[src/rtl/sonar_wb_hub_if.sv]
// Wishbone classic slave bundle for the sonar hub; signal suffixes are
// taken from the slave's point of view.
interface sonar_wb_hub_if;
    logic        wbs_cyc_i;
    logic        wbs_stb_i;
    logic        wbs_we_i;
    logic [3:0]  wbs_sel_i;
    logic [31:0] wbs_adr_i;
    logic [31:0] wbs_dat_i;
    logic        wbs_ack_o;
    logic [31:0] wbs_dat_o;

    modport slave (
        input  wbs_cyc_i, wbs_stb_i, wbs_we_i, wbs_sel_i, wbs_adr_i, wbs_dat_i,
        output wbs_ack_o, wbs_dat_o
    );

    modport master (
        output wbs_cyc_i, wbs_stb_i, wbs_we_i, wbs_sel_i, wbs_adr_i, wbs_dat_i,
        input  wbs_ack_o, wbs_dat_o
    );
endinterface

[src/rtl/sonar_wb_hub.sv]
// Wishbone hub for sonar channels: local control/status registers plus a
// forwarding path to N_CH channel slaves with a bounded wait.
module sonar_wb_hub #(
    parameter int N_CH      = 4,
    parameter int BUS_WIDTH = 16,
    parameter int PRE_W     = 10,
    parameter int PRE_RESET = 49,
    parameter int TIMEOUT   = 255
) (
    input  logic                      wb_clk_i,
    input  logic                      wb_rst_i,
    sonar_wb_hub_if.slave             wbs,
    output logic [N_CH-1:0]           ch_valid_o,
    output logic [3:0]                ch_adr_o,
    output logic [BUS_WIDTH-1:0]      ch_dat_o,
    output logic                      ch_strb_o,
    input  logic [N_CH-1:0]           ch_ack_i,
    input  logic [N_CH*BUS_WIDTH-1:0] ch_dat_i,
    input  logic [N_CH-1:0]           cmp_i,
    output logic [PRE_W-1:0]          prescaler_o,
    output logic                      mclear_o,
    output logic [1:0]                irq_o
);

    localparam int CH_W  = (N_CH > 1) ? $clog2(N_CH) : 1;
    localparam int CNT_W = $clog2(TIMEOUT + 1);

    typedef enum logic [1:0] {
        S_IDLE,
        S_LOCAL,
        S_FWD,
        S_ACK
    } state_e;

    state_e                state_q;
    logic [CNT_W-1:0]      cnt_q;
    logic [2:0]            word_q;
    logic                  wr_q;
    logic [31:0]           wdat_q;
    logic [CH_W-1:0]       ch_q;
    logic                  ack_q;
    logic [31:0]           rdata_q;
    logic [N_CH-1:0]       valid_q;
    logic [3:0]            ch_adr_q;
    logic [BUS_WIDTH-1:0]  ch_dat_q;
    logic                  ch_strb_q;

    logic [N_CH-1:0]       status_q, status_d;
    logic [N_CH-1:0]       mask_q, mask_d;
    logic [PRE_W-1:0]      pre_q, pre_d;
    logic                  mclear_q, mclear_d;
    logic                  tmo_q, tmo_d;
    logic [N_CH-1:0]       cmp_q;
    logic [1:0]            irq_q;

    // Bus decode, taken straight from the live request in IDLE.
    logic                  hit;
    logic [9:0]            word;
    logic                  is_local;
    logic [9:0]            w_off;
    logic                  c_ok;
    logic                  wr_stb;

    assign hit      = wbs.wbs_cyc_i & wbs.wbs_stb_i & (wbs.wbs_adr_i[31:28] == 4'h3);
    assign word     = wbs.wbs_adr_i[11:2];
    assign is_local = (word < 10'd8);
    assign w_off    = word - 10'd8;
    assign c_ok     = (w_off[9:4] < 6'(N_CH));
    assign wr_stb   = wbs.wbs_we_i & wbs.wbs_sel_i[0];

    logic                        sel_ack;
    logic signed [BUS_WIDTH-1:0] sel_dat;
    logic                        tmo_hit;
    logic                        local_wr;
    logic [N_CH-1:0]             rise;
    logic [31:0]                 local_rdata;

    assign sel_ack  = ch_ack_i[ch_q];
    assign sel_dat  = ch_dat_i[int'(ch_q)*BUS_WIDTH +: BUS_WIDTH];
    assign tmo_hit  = (state_q == S_FWD) && !sel_ack && (cnt_q == CNT_W'(TIMEOUT - 1));
    assign local_wr = (state_q == S_LOCAL) && wr_q;
    assign rise     = cmp_i & ~cmp_q;

    // NOTE: every always_comb output gets a default first so no path can infer a latch.
    always_comb begin
        status_d    = status_q;
        mask_d      = mask_q;
        pre_d       = pre_q;
        mclear_d    = mclear_q;
        tmo_d       = tmo_q;
        local_rdata = '0;
        if (local_wr) begin
            unique case (word_q)
                3'd0:    status_d = status_q & ~wdat_q[N_CH-1:0];
                3'd1:    pre_d    = wdat_q[PRE_W-1:0];
                3'd2:    mask_d   = wdat_q[N_CH-1:0];
                3'd3: begin
                    mclear_d = wdat_q[0];
                    if (wdat_q[1]) tmo_d = 1'b0;
                end
                default: ;
            endcase
        end
        // Hardware events are applied after software clears so a coincident set wins.
        status_d = status_d | rise;
        if (tmo_hit) tmo_d = 1'b1;
        unique case (word_q)
            3'd0:    local_rdata = 32'(status_q);
            3'd1:    local_rdata = 32'(pre_q);
            3'd2:    local_rdata = 32'(mask_q);
            3'd3:    local_rdata = {30'd0, tmo_q, mclear_q};
            3'd4:    local_rdata = 32'(cmp_i);
            default: local_rdata = '0;
        endcase
    end

    // NOTE: sequential state uses non-blocking assignments only, so every register samples pre-edge values.
    always_ff @(posedge wb_clk_i) begin
        if (wb_rst_i) begin
            state_q   <= S_IDLE;
            cnt_q     <= '0;
            word_q    <= '0;
            wr_q      <= 1'b0;
            wdat_q    <= '0;
            ch_q      <= '0;
            ack_q     <= 1'b0;
            rdata_q   <= '0;
            valid_q   <= '0;
            ch_adr_q  <= '0;
            ch_dat_q  <= '0;
            ch_strb_q <= 1'b0;
            status_q  <= '0;
            mask_q    <= '0;
            pre_q     <= PRE_W'(PRE_RESET);
            mclear_q  <= 1'b0;
            tmo_q     <= 1'b0;
            cmp_q     <= '0;
            irq_q     <= '0;
        end else begin
            cmp_q    <= cmp_i;
            status_q <= status_d;
            mask_q   <= mask_d;
            pre_q    <= pre_d;
            mclear_q <= mclear_d;
            tmo_q    <= tmo_d;
            irq_q    <= {tmo_d, |(status_d & mask_d)};

            unique case (state_q)
                S_IDLE: begin
                    ack_q   <= 1'b0;
                    rdata_q <= '0;
                    if (hit) begin
                        word_q <= word[2:0];
                        wr_q   <= wr_stb;
                        wdat_q <= wbs.wbs_dat_i;
                        if (is_local) begin
                            state_q <= S_LOCAL;
                        end else if (c_ok) begin
                            state_q             <= S_FWD;
                            cnt_q               <= '0;
                            ch_q                <= w_off[CH_W+3:4];
                            valid_q             <= '0;
                            valid_q[w_off[CH_W+3:4]] <= 1'b1;
                            ch_adr_q            <= w_off[3:0];
                            ch_dat_q            <= {wbs.wbs_dat_i[31], wbs.wbs_dat_i[BUS_WIDTH-2:0]};
                            ch_strb_q           <= wr_stb;
                        end else begin
                            state_q <= S_ACK;
                            ack_q   <= 1'b1;
                        end
                    end
                end
                S_LOCAL: begin
                    rdata_q <= local_rdata;
                    ack_q   <= 1'b1;
                    state_q <= S_ACK;
                end
                S_FWD: begin
                    if (sel_ack || tmo_hit) begin
                        rdata_q   <= sel_ack ? 32'(sel_dat) : 32'd0;
                        ack_q     <= 1'b1;
                        valid_q   <= '0;
                        ch_adr_q  <= '0;
                        ch_dat_q  <= '0;
                        ch_strb_q <= 1'b0;
                        state_q   <= S_ACK;
                    end else begin
                        cnt_q <= cnt_q + CNT_W'(1);
                    end
                end
                S_ACK: begin
                    ack_q   <= 1'b0;
                    rdata_q <= '0;
                    state_q <= S_IDLE;
                end
                default: state_q <= S_IDLE;
            endcase
        end
    end

    assign wbs.wbs_ack_o = ack_q;
    assign wbs.wbs_dat_o = rdata_q;
    assign ch_valid_o    = valid_q;
    assign ch_adr_o      = ch_adr_q;
    assign ch_dat_o      = ch_dat_q;
    assign ch_strb_o     = ch_strb_q;
    assign prescaler_o   = pre_q;
    assign mclear_o      = mclear_q;
    assign irq_o         = irq_q;

    logic unused_bits;
    assign unused_bits = ^{wbs.wbs_sel_i[3:1], wbs.wbs_adr_i[27:12], wbs.wbs_adr_i[1:0],
                           wbs.wbs_dat_i, wdat_q};

endmodule

[src/flat_wrapper.sv]
// flat-port wrapper written by rule: the top's interface ports become plain ports
module sonar_wb_hub_flat 
#(
    parameter int N_CH      = 4,
    parameter int BUS_WIDTH = 16,
    parameter int PRE_W     = 10,
    parameter int PRE_RESET = 49,
    parameter int TIMEOUT   = 255
)
  (wb_clk_i, wb_rst_i, ch_valid_o, ch_adr_o, ch_dat_o, ch_strb_o, ch_ack_i, ch_dat_i, cmp_i, prescaler_o, mclear_o, irq_o, wbs_wbs_cyc_i, wbs_wbs_stb_i, wbs_wbs_we_i, wbs_wbs_sel_i, wbs_wbs_adr_i, wbs_wbs_dat_i, wbs_wbs_ack_o, wbs_wbs_dat_o);
  sonar_wb_hub_if wbs_i ();
  input  logic wb_clk_i;
  input  logic wb_rst_i;
  output logic [N_CH-1:0] ch_valid_o;
  output logic [3:0] ch_adr_o;
  output logic [BUS_WIDTH-1:0] ch_dat_o;
  output logic ch_strb_o;
  input  logic [N_CH-1:0] ch_ack_i;
  input  logic [N_CH*BUS_WIDTH-1:0] ch_dat_i;
  input  logic [N_CH-1:0] cmp_i;
  output logic [PRE_W-1:0] prescaler_o;
  output logic mclear_o;
  output logic [1:0] irq_o;
  input wire logic [$bits(wbs_i.wbs_cyc_i)-1:0] wbs_wbs_cyc_i;
  input wire logic [$bits(wbs_i.wbs_stb_i)-1:0] wbs_wbs_stb_i;
  input wire logic [$bits(wbs_i.wbs_we_i)-1:0] wbs_wbs_we_i;
  input wire logic [$bits(wbs_i.wbs_sel_i)-1:0] wbs_wbs_sel_i;
  input wire logic [$bits(wbs_i.wbs_adr_i)-1:0] wbs_wbs_adr_i;
  input wire logic [$bits(wbs_i.wbs_dat_i)-1:0] wbs_wbs_dat_i;
  output wire logic [$bits(wbs_i.wbs_ack_o)-1:0] wbs_wbs_ack_o;
  output wire logic [$bits(wbs_i.wbs_dat_o)-1:0] wbs_wbs_dat_o;
  assign wbs_i.wbs_cyc_i = wbs_wbs_cyc_i;
  assign wbs_i.wbs_stb_i = wbs_wbs_stb_i;
  assign wbs_i.wbs_we_i = wbs_wbs_we_i;
  assign wbs_i.wbs_sel_i = wbs_wbs_sel_i;
  assign wbs_i.wbs_adr_i = wbs_wbs_adr_i;
  assign wbs_i.wbs_dat_i = wbs_wbs_dat_i;
  assign wbs_wbs_ack_o = wbs_i.wbs_ack_o;
  assign wbs_wbs_dat_o = wbs_i.wbs_dat_o;
  sonar_wb_hub #(.N_CH(N_CH), .BUS_WIDTH(BUS_WIDTH), .PRE_W(PRE_W), .PRE_RESET(PRE_RESET), .TIMEOUT(TIMEOUT)) u_core (.wb_clk_i(wb_clk_i), .wb_rst_i(wb_rst_i), .wbs(wbs_i), .ch_valid_o(ch_valid_o), .ch_adr_o(ch_adr_o), .ch_dat_o(ch_dat_o), .ch_strb_o(ch_strb_o), .ch_ack_i(ch_ack_i), .ch_dat_i(ch_dat_i), .cmp_i(cmp_i), .prescaler_o(prescaler_o), .mclear_o(mclear_o), .irq_o(irq_o));
endmodule
[config.mk]
export PLATFORM = sky130hd
export DESIGN_NAME = sonar_wb_hub_flat
export DESIGN_NICKNAME = d
export VERILOG_FILES = /design/src/rtl/sonar_wb_hub_if.sv /design/src/rtl/sonar_wb_hub.sv /design/src/flat_wrapper.sv
export SDC_FILE = /design/constraint.sdc
export NUM_CORES = 1
export LEC_CHECK = 0
export CORE_AREA = 4 4 162 86
export CTS_CLUSTER_DIAMETER = 200
export DETAILED_ROUTE_END_ITERATION = 7
export DIE_AREA = 0 0 166 90
export PLACE_DENSITY = 0.71
export SETUP_SLACK_MARGIN = 0.02
export SYNTH_ARGS = -nofsm -noshare
export SYNTH_HDL_FRONTEND = slang
export SYNTH_SLANG_ARGS = --single-unit
[constraint.sdc]
create_clock -name wb_clk_i -period 6.6 [get_ports wb_clk_i]
set_clock_uncertainty 0.15 [all_clocks]
set_input_delay 1.65 -clock wb_clk_i [delete_from_list [all_inputs] [get_ports wb_clk_i]]
set_output_delay 1.65 -clock wb_clk_i [all_outputs]
set_load 0.01 [all_outputs]
==> results by group <==
Synth
  – Synthesis-stage register bit count: 93
  – Yosys warning count: 0
  – Syn nets: 629
  – Avg Inst Size Synth: 9.46 um^2
  – Unique cell type count in the Yosys netlist: 53
  – Part of the Yosys area used for sequential elements: 41.2%
  – Mapped cell area: 4510 um^2
  – Post-Syn Instances: 477

CTS
  – Post-CTS setup buffer count: 0
  – Max H-tree Level: 3
  – Worst-Skew Late Latency: 0.34 ns
  – Clock slew at reported path FFs: 0.06 ns
  – Clock sinks: 93
  – Clock Path Buffers: 2
  – TritonCTS Buffers: 9
  – Hold bufs inserted after CTS: 0
  – CTS tree: done
  – Clk root buf: clkbuf_16
  – CTS resizes: 0

Critical path
  – Slowest CP cell: a211oi_1
  – Startpoint Class: input port
  – CP Buf/Inv Count: 3
  – Worst Setup End Kind: register
  – Max incr delay on CP: 0.72 ns
  – Worst Path Required: 6.73 ns
  – Worst Path Class, Setup: input port to register
  – Crit path DAT: 4.52 ns
  – Crit Path Max Fanout: 15
  – CP cell instances: clkdlybuf4s50_1, inv_1, ha_1, o21bai_1, a211oi_1, o211ai_4, nor2_1, buf_4, a32o_1
  – CP top delay family: compound AO/OA/AOI/OAI gates

Pwr
  – Static Leak: 2.26 nW
  – Comb power frac: 22.4%
  – Clk pwr share: 37.3%
  – Sw power: 0.406 mW
  – Internal power: 1.09 mW
  – Sw Ratio: 27.1%
  – Sequential share of power: 40.4%
  – Pwr per Cell Area: 227 nW/um^2
  – Max VDD drop: 126 uV

Timing
  – Max-slew violations: 0
  – Share of the clock period used by the worst path: 66.6%
  – Min Tclk post-route: 4.39 ns
  – Fin. Hold Viols: 0
  – Worst setup margin: 2.21 ns
  – Setup TNS: 0 ns
  – Relative slew margins: 26.6%
  – Slew @ Worst Pin: 1.10 ns
  – F_max: 228 MHz
  – Final setup vio count: 0
  – RSZ-0062 raised after global routing: no

Outcome
  – Outcome: finished, final reports clean

Job
  – Max cap viols: 0

Drt
  – 1st-iter DRT viols: 346
  – WL/cell: 16.9 um
  – Post-DR vias/cell: 5.21
  – DRC viols: 0
  – DR vias: 4133
  – Total wire length: 13.4 mm
  – Drt first pass iters: 4
  – Final ANT Viol Nets: 0

Final layout
  – Proportion of layout cells with a drive suffix above 1: 7.53%
  – Final core occ: 53.0%
  – P&R area growth vs syn: 46.0%
  – FILL cells: 1154
  – Ant. Diodes: 0
  – Commonest non-fill, non-tap cell in the layout: clkdlybuf4s50_1
  – Commonest non-fill, non-tap cells in the layout: clkdlybuf4s50_1, dfxtp_1, nand2_1, nor2_1, a21oi_1
  – Layout Nets: 771

Global routing
  – Initial antenna violation count: 0
  – Largest net degree at the start of global routing: 57
  – First-pass GRT wire length: 21.5 mm
  – Total global-route track usage: 17.5%
  – Number of global-route vias before repair: 4124
  – Overflow after GRT: 0

Floorplanning
  – Die X-Extent: 166 um
  – Core area: 12400 um^2
  – Die area: 14900 um^2
  – Initial Util: 36.3%
  – Die height: 90 um
  – Cell Rows: 29
  – Top-level I/O count: 216

Placed design
  – Setup WS pre-CTS: 1.88 ns
  – HPWL after DPL: 9.94 mm
  – Port bufs: 178
  – Placer congestion estimate: 0.817

Min path
  – Worst hold-check path type: register to register
worst paths after layout:
kind | from | to | slack, ns | cells after the start
setup reg to reg | u_core.ch_q[1] | u_core.wbs.wbs_dat_o[0] | 3.67 | 4
setup / recovery | wbs_wbs_adr_i[5] | u_core.ch_dat_o[4] | 2.21 | 9
hold reg to reg | u_core.wdat_q[9] | u_core.prescaler_o[9] | 0.30 | 2
hold / removal | u_core.wdat_q[9] | u_core.prescaler_o[9] | 0.30 | 2
sequential cells by signal, indices dropped and copies added, names as in the netlist:
| name | cells |
|---|---|
| u_core.ch_dat_o | 16 |
| u_core.wbs.wbs_dat_o | 16 |
| u_core.prescaler_o | 10 |
| u_core.wdat_q | 10 |
| u_core.cnt_q | 8 |
| u_core.ch_adr_o | 4 |
| u_core.ch_valid_o | 4 |
| u_core.cmp_q | 4 |
| u_core.mask_q | 4 |
| u_core.status_q | 4 |
| u_core.word_q | 3 |
| u_core.ch_q | 2 |
| u_core.irq_o | 2 |
| u_core.state_q | 2 |
| u_core.ch_strb_o | 1 |
| u_core.mclear_o | 1 |
| u_core.wbs.wbs_ack_o | 1 |
| u_core.wr_q | 1 |
cells by family (layout without fill, tap and decap cells):
kind of cell | count (synthesis) | after routing | synth area share (%)
XOR/XNOR | 1 | 1 | 0.194
multiplexers | 40 | 40 | 13.9
AO/OA/AOI/OAI | 116 | 116 | 18.8
buffers and inverters | 62 | 209 | 7.12
flip-flops | 93 | 93 | 41.2
AND/OR/NAND/NOR | 158 | 158 | 16.8
adder cells (fa/ha/maj) | 7 | 7 | 1.94
stage by stage:
stage	instances	hold slack [ns]	cell area, um^2	total power, mW
after detailed placement	778	0.296	6260	0.951
after global routing	794	0.313	6590	1.57
after floorplan	477	0.282	4510	0.808
final	794	0.304	6590	1.50
after global placement	778	0.294	6260	0.946
after CTS	794	0.305	6590	1.51
worst register-to-register path, cell delays in order (launching register included):
cell and delay, ns:
dfxtp_1 0.90, mux4_2 0.47, nor3b_2 0.91, nand2_1 0.12, a311oi_1 0.29
power by group through the flow:
stage                     clock, mW  combinational [mW]  sequential (mW)
final                         0.558               0.335            0.605
after global routing          0.599               0.364            0.608
after detailed placement          0               0.333            0.617
after global placement            0               0.330            0.616
after CTS                     0.575               0.335            0.605
after floorplan                   0               0.188            0.620
cell usage after synthesis (all sizes together):
master / number / share of area (%)
inv: 9 / 0.75
a221oi: 9 / 1.7
nor3b: 1 / 0.28
clkinv: 1 / 0.083
a211oi: 8 / 1.6
nor4b: 1 / 0.19
a2bb2oi: 2 / 0.39
a32o: 20 / 4.4
nand3: 22 / 2.4
and4: 1 / 0.19
dfxtp: 93 / 41
a32oi: 1 / 0.19
nor2: 38 / 3.2
o211ai: 2 / 0.64
o21ai: 21 / 2.3
a21oi: 34 / 3.8
o2111ai: 1 / 0.19
o22ai: 3 / 0.72
and3b: 2 / 0.39
o21a: 1 / 0.17
and3: 3 / 0.42
mux4: 18 / 9.0
nor4: 1 / 0.14
mux2i: 22 / 4.9
or4b: 2 / 0.44
or3: 2 / 0.28
nor2b: 10 / 1.4
o31ai: 1 / 0.17
nor3: 10 / 1.1
buf: 25 / 4.0
a311oi: 1 / 0.19
a22oi: 6 / 1.0
clkbuf: 27 / 2.3
ha: 7 / 1.9
nand2: 53 / 4.4
a211o: 2 / 0.39
o211a: 1 / 0.22
nand4: 4 / 0.55
nand3b: 6 / 1.0
a21o: 2 / 0.50
o21bai: 1 / 0.17
xor2: 1 / 0.19
or3b: 1 / 0.19
nand4bb: 1 / 0.25
layout make-up:
cell class	instances	area [um^2]	share of cell area, %
Inverter	10	37.5	0.570
Tap cell	170	213	3.23
Clock buffer	11	243	3.68
Clock inverter	5	83.8	1.27
Multi-Input combinational cell	322	2340	35.5
Sequential cell	93	1860	28.3
Timing Repair Buffer	183	1810	27.5
routing by layer:
layer | GRT usage [%] | up-vias | routed length [um]
met3 | 4.47 | 17 | 571
li1 | - | 2030 | -
met5 | 0 | - | 0
met4 | 4.60 | 0 | 167
met2 | 29.6 | 103 | 6590
met1 | 22.3 | 1983 | 6080
(Power assumes the default switching activity.)
==> edit (same flow settings) <==
The output `irq_o` loses its register stage (`irq_q` becomes a continuous assignment).
--- a/src/rtl/sonar_wb_hub.sv
+++ b/src/rtl/sonar_wb_hub.sv
@@ -135,7 +135,6 @@
             mclear_q  <= 1'b0;
             tmo_q     <= 1'b0;
             cmp_q     <= '0;
-            irq_q     <= '0;
         end else begin
             cmp_q    <= cmp_i;
             status_q <= status_d;
@@ -143,7 +142,6 @@
             pre_q    <= pre_d;
             mclear_q <= mclear_d;
             tmo_q    <= tmo_d;
-            irq_q    <= {tmo_d, |(status_d & mask_d)};
 
             unique case (state_q)
                 S_IDLE: begin
@@ -198,6 +196,8 @@
         end
     end
 
+    assign irq_q = {tmo_d, |(status_d & mask_d)};
+
     assign wbs.wbs_ack_o = ack_q;
     assign wbs.wbs_dat_o = rdata_q;
     assign ch_valid_o    = valid_q;
Function: changed (Yosys sat finds a counterexample within 4 cycles, from zero or initial values and one cycle with wb_rst_i high).
==> edit against the unedited design <==
  * Final cell count up 0.63%
  * Register-to-register slack worse by 0.11 ns
  * Total power is 4.8% lower
  * Wire length barely moved
  * Design area is 1.6% higher
  * Area after synthesis grew 2.7%
  * Sequential cell count fell by 1
  * Setup slack worse by 0.84 ns
==> edit: results (changes against the unedited design) <==
metric	value	unit	change
post-CTS sizing	0		unchanged
Clock Latency Late Sink	0.34	ns	about the same
Initial DRC Count	168		-51%
Clock buffers and inverters, area share	4.73	%	-0.23 points
seq pwr	0.589	mW	-3%
P_leak	2.31	nW	+2.0%
Worst Tran Pin Value	1.00	ns	-0.0938 ns
Filler Cell Count	1123		-2.7%
r2r endpoint	u_core.ch_dat_o[5]		
Area contributors post-synth	dfxtp_1, mux4_2, mux2i_1, nor2_1, nand2_1		
sequential portion of the cell area	27.5	%	-0.74 points
syn_nets	632		+0.48%
Non-clock buffer share	26.9	%	-0.66 points
Buffers, non-clock	181		-1.1%
# DRC	0		unchanged
share of layout cells above drive strength 1	9.06	%	+1.5 points
Root Buffer	clkbuf_16		
pre-CTS WS	1.35	ns	-0.524 ns
IO Port Bufs	178		unchanged
#MultiIn Comb	329		+2.2%
worst hold path depth	2		unchanged
DP HPWL	10300	µm	+3.8%
Crit Reg-Reg Startpoint	u_core.ch_q[1]		
Via Count	4093		-0.97%
hold_ws	0.307	ns	+0.00333 ns
worst vdd rail ir drop	0.137	mV	+8.6%
Final nets	776		+0.65%
first-pass GRT wire length	21700	µm	+1.0%
worst hold start	u_core.wr_q		
Final ANT Viol Nets	0		unchanged
all-layer global routing usage	17.5	%	+0.085 points
Setup Buffers After CTS	0		unchanged
combinational share of power	20.4	%	-2.0 points
fraction of area in multi-input gates	37.1	%	+1.6 points
CTS Sinks	92		-1.1%
largest net degree at the start of global routing	62		+8.8%
Inverters excl. clock	11		+1
Yosys cell types	65		+23%
WL per Instance	16.8	µm	-0.71%
sink of the worst hold path	u_core.wr_q		
switching share of power	27.0	%	-0.086 points
R2R setup slack	3.56	ns	-0.11 ns
drt first pass iters	4		unchanged
Commonest cells post-synth	dfxtp_1, nor2_1, nand2_1		
outcome	complete, no violations		
Worst EP arrival	3.43	ns	-1.09 ns
FF-to-FF path depth	4		unchanged
crit-path max FO	5		-10
register area share after synthesis	39.7	%	-1.5 points
RePlAce Congestion	0.846		+3.5%
## edit: changes by cell type after synthesis, moves of 5 or more
cell	change
clkbuf_1	-8
nand3b_1	-5
mux2i_1	+5
a21oi_1	-9
o21ai_0	-13
a22o_1	+20
nor2_1	+12
a32o_1	-19
## edit: worst max-delay path by stage
stage / startpoint / cells after the start / end / slack (ns)
floorplan: ch_ack_i[3] / 3 / irq_o[1] / 2.31
global placement: ch_ack_i[0] / 4 / irq_o[1] / 1.39
detailed placement: ch_ack_i[0] / 4 / irq_o[1] / 1.35
CTS: ch_ack_i[0] / 4 / irq_o[1] / 1.36
global route: ch_ack_i[0] / 4 / irq_o[1] / 1.30
finish: ch_ack_i[0] / 4 / irq_o[1] / 1.37
## edit: per-layer routing
metal | GRT usage (%) | part of all wire (%)
met3 | 3.72 | 2.9
met4 | 4.32 | 1.7
met5 | 0 | 0
met1 | 21.3 | 44
met2 | 31.9 | 51
## edit: stage by stage
step | instance area, µm² | util, % | power, mW | instances
final | 6700 | 53.8 | 1.43 | 799
after global routing | 6700 | 53.8 | 1.49 | 799
after CTS | 6700 | 53.8 | 1.44 | 799
after detailed placement | 6380 | 51.3 | 0.892 | 783
after global placement | 6380 | 51.3 | 0.888 | 783
after floorplan | 4630 | - | 0.762 | 480
## edit: critical path: stages
cell	delay [ns]
clkdlybuf4s50_1	0.41
mux4_2	0.53
o21ai_0	0.23
clkdlybuf4s50_1	0.60
## edit: cell families (layout without fill, tap and decap cells)
kind of cell / count (synthesis) / after routing / share of synthesized area [%]
and+or+nand+nor: 167 / 167 / 17.5
AOI/OAI and AO/OA: 107 / 107 / 18.9
DFF: 92 / 92 / 39.7
buffers and inverters: 59 / 208 / 6.67
muxes: 47 / 47 / 15.1
adders and majority gates: 7 / 7 / 1.89
xor gates and xnor gates: 1 / 1 / 0.189
